### src/rtl/alu_rhs_logic.sv
// Configurable 2-input logic unit for the ALU RHS path. Each bit works like a 74LS253 mux:
// the function code is selected by that bit's {RHS,LHS}. Optional Zero flag: ALU_RHS_ZFLAG_EN.
module alu_rhs_bit (
   input  logic [3:0] code,
   input  logic       lhs,
   input  logic       rhs,
   output logic       f
);
   assign f = code[{rhs, lhs}];
endmodule

module alu_rhs_logic #(
   parameter int WIDTH = 8
) (
   input  logic             AluClock,
   input  logic             AluReset,
   input  logic [WIDTH-1:0] LHS,
   input  logic [WIDTH-1:0] RHS,
   input  logic             AC0_RHS0,
   input  logic             AC1_RHS1,
   input  logic             AC2_RHS2,
   input  logic             AC3_RHS3,
`ifdef ALU_RHS_ZFLAG_EN
   output logic             Zero,
`endif
   output logic [WIDTH-1:0] Logic
);

   logic [3:0]       ac;
   logic [WIDTH-1:0] f;

   assign ac = {AC3_RHS3, AC2_RHS2, AC1_RHS1, AC0_RHS0};

   // Bits are independent, so there is no carry or cross-bit term.
   for (genvar i = 0; i < WIDTH; i++) begin : g_bit
      alu_rhs_bit u_bit (
         .code (ac),
         .lhs  (LHS[i]),
         .rhs  (RHS[i]),
         .f    (f[i])
      );
   end

   always_ff @(posedge AluClock) begin
      if (AluReset) Logic <= '0;
      else          Logic <= f;
   end

`ifdef ALU_RHS_ZFLAG_EN
   // Reset value of 1 agrees with Logic being cleared.
   always_ff @(posedge AluClock) begin
      if (AluReset) Zero <= 1'b1;
      else          Zero <= (f == '0);
   end
`endif

endmodule

### config.mk
export PLATFORM = sky130hd
export DESIGN_NAME = alu_rhs_logic
export DESIGN_NICKNAME = d
export VERILOG_FILES = /design/src/rtl/alu_rhs_logic.sv
export SDC_FILE = /design/constraint.sdc
export NUM_CORES = 1
export LEC_CHECK = 0
export ABC_AREA = 1
export BUFFER_PORTS_ARGS = -buffer_cell sky130_fd_sc_hd__buf_2
export CAP_MARGIN = 20
export CELL_PAD_IN_SITES_DETAIL_PLACEMENT = 1
export CELL_PAD_IN_SITES_GLOBAL_PLACEMENT = 2
export CORE_MARGIN = 3
export CORE_UTILIZATION = 20
export CTS_BUF_LIST = sky130_fd_sc_hd__clkbuf_4
export DETAILED_ROUTE_END_ITERATION = 7
export PLACE_DENSITY_LB_ADDON = 0.1
export SYNTH_ARGS = -nofsm -noshare
export SYNTH_HDL_FRONTEND = slang
export SYNTH_SLANG_ARGS = --single-unit
export TNS_END_PERCENT = 50
### constraint.sdc
create_clock -name AluClock -period 1.2 [get_ports AluClock]
set_input_delay 0.12 -clock AluClock [delete_from_list [all_inputs] [get_ports AluClock]]
set_output_delay 0.12 -clock AluClock [all_outputs]
set_load 0.02 [all_outputs]
==> flow_summary_export.csv <==
group,metric,value,unit
run_status,status,"finished clean",
finish,fill_cells,315,
timing,setup_viol,0,
synthesis,synthTopCellsByArea,"dfxtp_1 (33%), nand2_1 (25%), nand3_1 (17%), inv_1 (14%), a21oi_1 (8.4%)",
synthesis,synthDistinctLibCells,7,
synthesis,synthTopCellsByCount,"nand2_1 (32), inv_1 (18), nand3_1 (16)",
power_and_ir_drop,p_switching,219,µW
routing,via_per_inst,4.29,
place,dp_slack,0.381,ns
power_and_ir_drop,swShare,31.7,%
die,die_area,3020,µm²
timing,rsz0062_at_grt,"false",
routing,wl_per_cell,11.4,µm
setup_path,path_buf_inv,1,
synthesis,synth.most_common_cell,"nand2_1",
power_and_ir_drop,pwr-share-comb,26.9,%
finish,insertedDiodeCount,0,
min_path,hold_depth,3,
synthesis,synth_warnings,0,
grt,gr-usage-all-layers,13.3,%
synthesis,synth_edf_count,0,
min_path,hp-start,"RHS[2]",
grt,grt_pass1_wl,2780,µm
place,dp_hpwl,1280,µm
timing,slew_viol_final,0,
setup_path,crit_path_end_kind,"primary output",
clock_tree,cts_tree,"done",
power_and_ir_drop,power_density,1020,nW/µm²
routing,drtAntennaViolNets,0,
routing,totalWireLength,1640,µm
power_and_ir_drop,p_int,472,µW
die,io_pins,30,
clock_tree,clockBufferDepth,2,
grt,overflow,0,
synthesis,syn_inst,85,
power_and_ir_drop,ir_drop,302,µV
synthesis,synthFlopType,"dfxtp_1",
synthesis,synth-seq-area-share,33.4,%
synthesis,synth_area_per_cell,5.64,µm²
min_path,whs_endpoint,"Logic[2]$_SDFF_PP0_",
setup_path,max_stage_delay,0.31,ns
clock_tree,holdBufCountCts,0,
power_and_ir_drop,p_seq_share,41.9,%
routing,first_pass_iters,2,
timing,tns,0,ns
clock_tree,clock-sinks,8,
flow_run,maxCapViolCount,0,
finish,syn_to_final_growth,41.5,%
finish,largest_reg_flops,8,
place,dp.cells,141,
die,die_width,55.0,µm
timing,max_freq,1190,MHz
synthesis,synthArstFlopShare,0,%
power_and_ir_drop,p_leak,0.000421,µW
synthesis,synth_nets,107,
place,gp_congestion,0.668,
finish,layout.cells.non_filler,144,
setup_path,crit_family,"flip-flops",
grt,grt_max_degree,9,
setup_path,cpMaxStageDelayCell,"dfxtp_1",
routing,route.vias.total,618,
timing,setup_ws,0.362,ns
timing,relSlewSlack,81.7,%
timing,hold_viol_final,0,
min_path,hp-class,"in2reg",
finish,top_regs,"Logic (8)",
routing,post-route-drc-count,0,
synthesis,ys_seq_elements,8,
die,rows,17,
setup_path,crit_fanout,1,
setup_path,cp_cell_sequence,"buf_2",
setup_path,arrival,0.72,ns
synthesis,synthesis.area,479,µm²
synthesis,yosys.area.top_type,"dfxtp_1",
timing,tightestPinTransition,0.274,ns
die,fp.dieH,55.0,µm
setup_path,cp_data_required_time,1.08,ns
clock_tree,h-tree-depth,1,
finish,num-nets-final,140,
clock_tree,path_clk_slew,0.06,ns
finish,largest-register,"Logic",
routing,drt_iter0_drc,3,
place,portBuffers,29,
die,core_area,2230,µm²
grt,antenna_found_initial,0,
setup_path,crit_type,"reg2out",
timing,fin_crit,0.838,ns
synthesis,synth_top_area_share,33.4,%
clock_tree,numCtsBuffers,3,
clock_tree,post-cts-setup-buffer-count,0,
die,start_util,21.5,%
setup_path,worstSetupStartpointType,"flip-flop",
finish,drive_gt1_share,29.3,%
power_and_ir_drop,clkPwrFrac,31.2,%
timing,min_period_over_period,69.9,%
grt,grt_pass1_vias,625,
clock_tree,cts_root_buf,"clkbuf_4",
clock_tree,ctsResizeCount,0,
-- how the worst max path moves through the flow --
stage                                   start                  end  slack, ns  depth (start not counted)
after global routing      Logic[4]$_SDFF_PP0_             Logic[4]       0.31                          1
after CTS                 Logic[4]$_SDFF_PP0_             Logic[4]       0.35                          1
after detailed placement             AC3_RHS3  Logic[3]$_SDFF_PP0_       0.38                          5
after global placement               AC3_RHS3  Logic[3]$_SDFF_PP0_       0.41                          5
final                     Logic[4]$_SDFF_PP0_             Logic[4]       0.36                          1
after floorplan                      AC3_RHS3  Logic[0]$_SDFF_PP0_       0.64                          4
-- power groups by stage --
stage | Clock [µW] | Sequential (µW) | Combinational, µW
CTS | 230 | 290 | 188
global placement | 0 | 296 | 185
floorplan | 0 | 323 | 76.2
detailed placement | 0 | 296 | 187
finish | 215 | 290 | 186
global route | 247 | 292 | 213
-- cells by family after synthesis --
group | count (synthesis) | share of synthesized area (%)
buffers and inverters | 21 | 16.4
and+or+nand+nor | 48 | 41.8
AOI/OAI and AO/OA | 8 | 8.36
DFF | 8 | 33.4
-- per-stage QoR --
step	hold slack, ns	power [µW]	utilization [%]	area [µm²]
6_report	0.143	691	30.4	678
5_1_grt	0.136	753	30.4	678
3_3_place_gp	0.405	480	29.4	656
2_1_floorplan	0.280	400	-	479
3_5_place_dp	0.411	483	29.4	656
4_1_cts	0.134	709	30.4	678
-- cell usage in the layout, fill, tap and decap left out --
cell,synthesis,layout
inv_1,18,18
a21oi_1,8,8
buf_2,0,29
nand3_1,16,16
clkbuf_4,0,3
inv_2,2,2
dfxtp_1,8,8
nand2_1,32,32
-- metal layers --
layer	wire, µm	GRT usage [%]
met1	751	15.9
met2	786	21.9
met3	80	3.22
met4	22	7.29
met5	0	0
-- cell type report --
class	instances	area, µm²	share of cell area [%]
flip-flops and latches	8	160	23.6
clock buffers	3	22.5	3.32
repair buffers	29	145	21.4
inverters	20	75.1	11.1
well taps	28	35.0	5.17
multi-input cells	56	240	35.4
(Power assumes the default switching activity.)
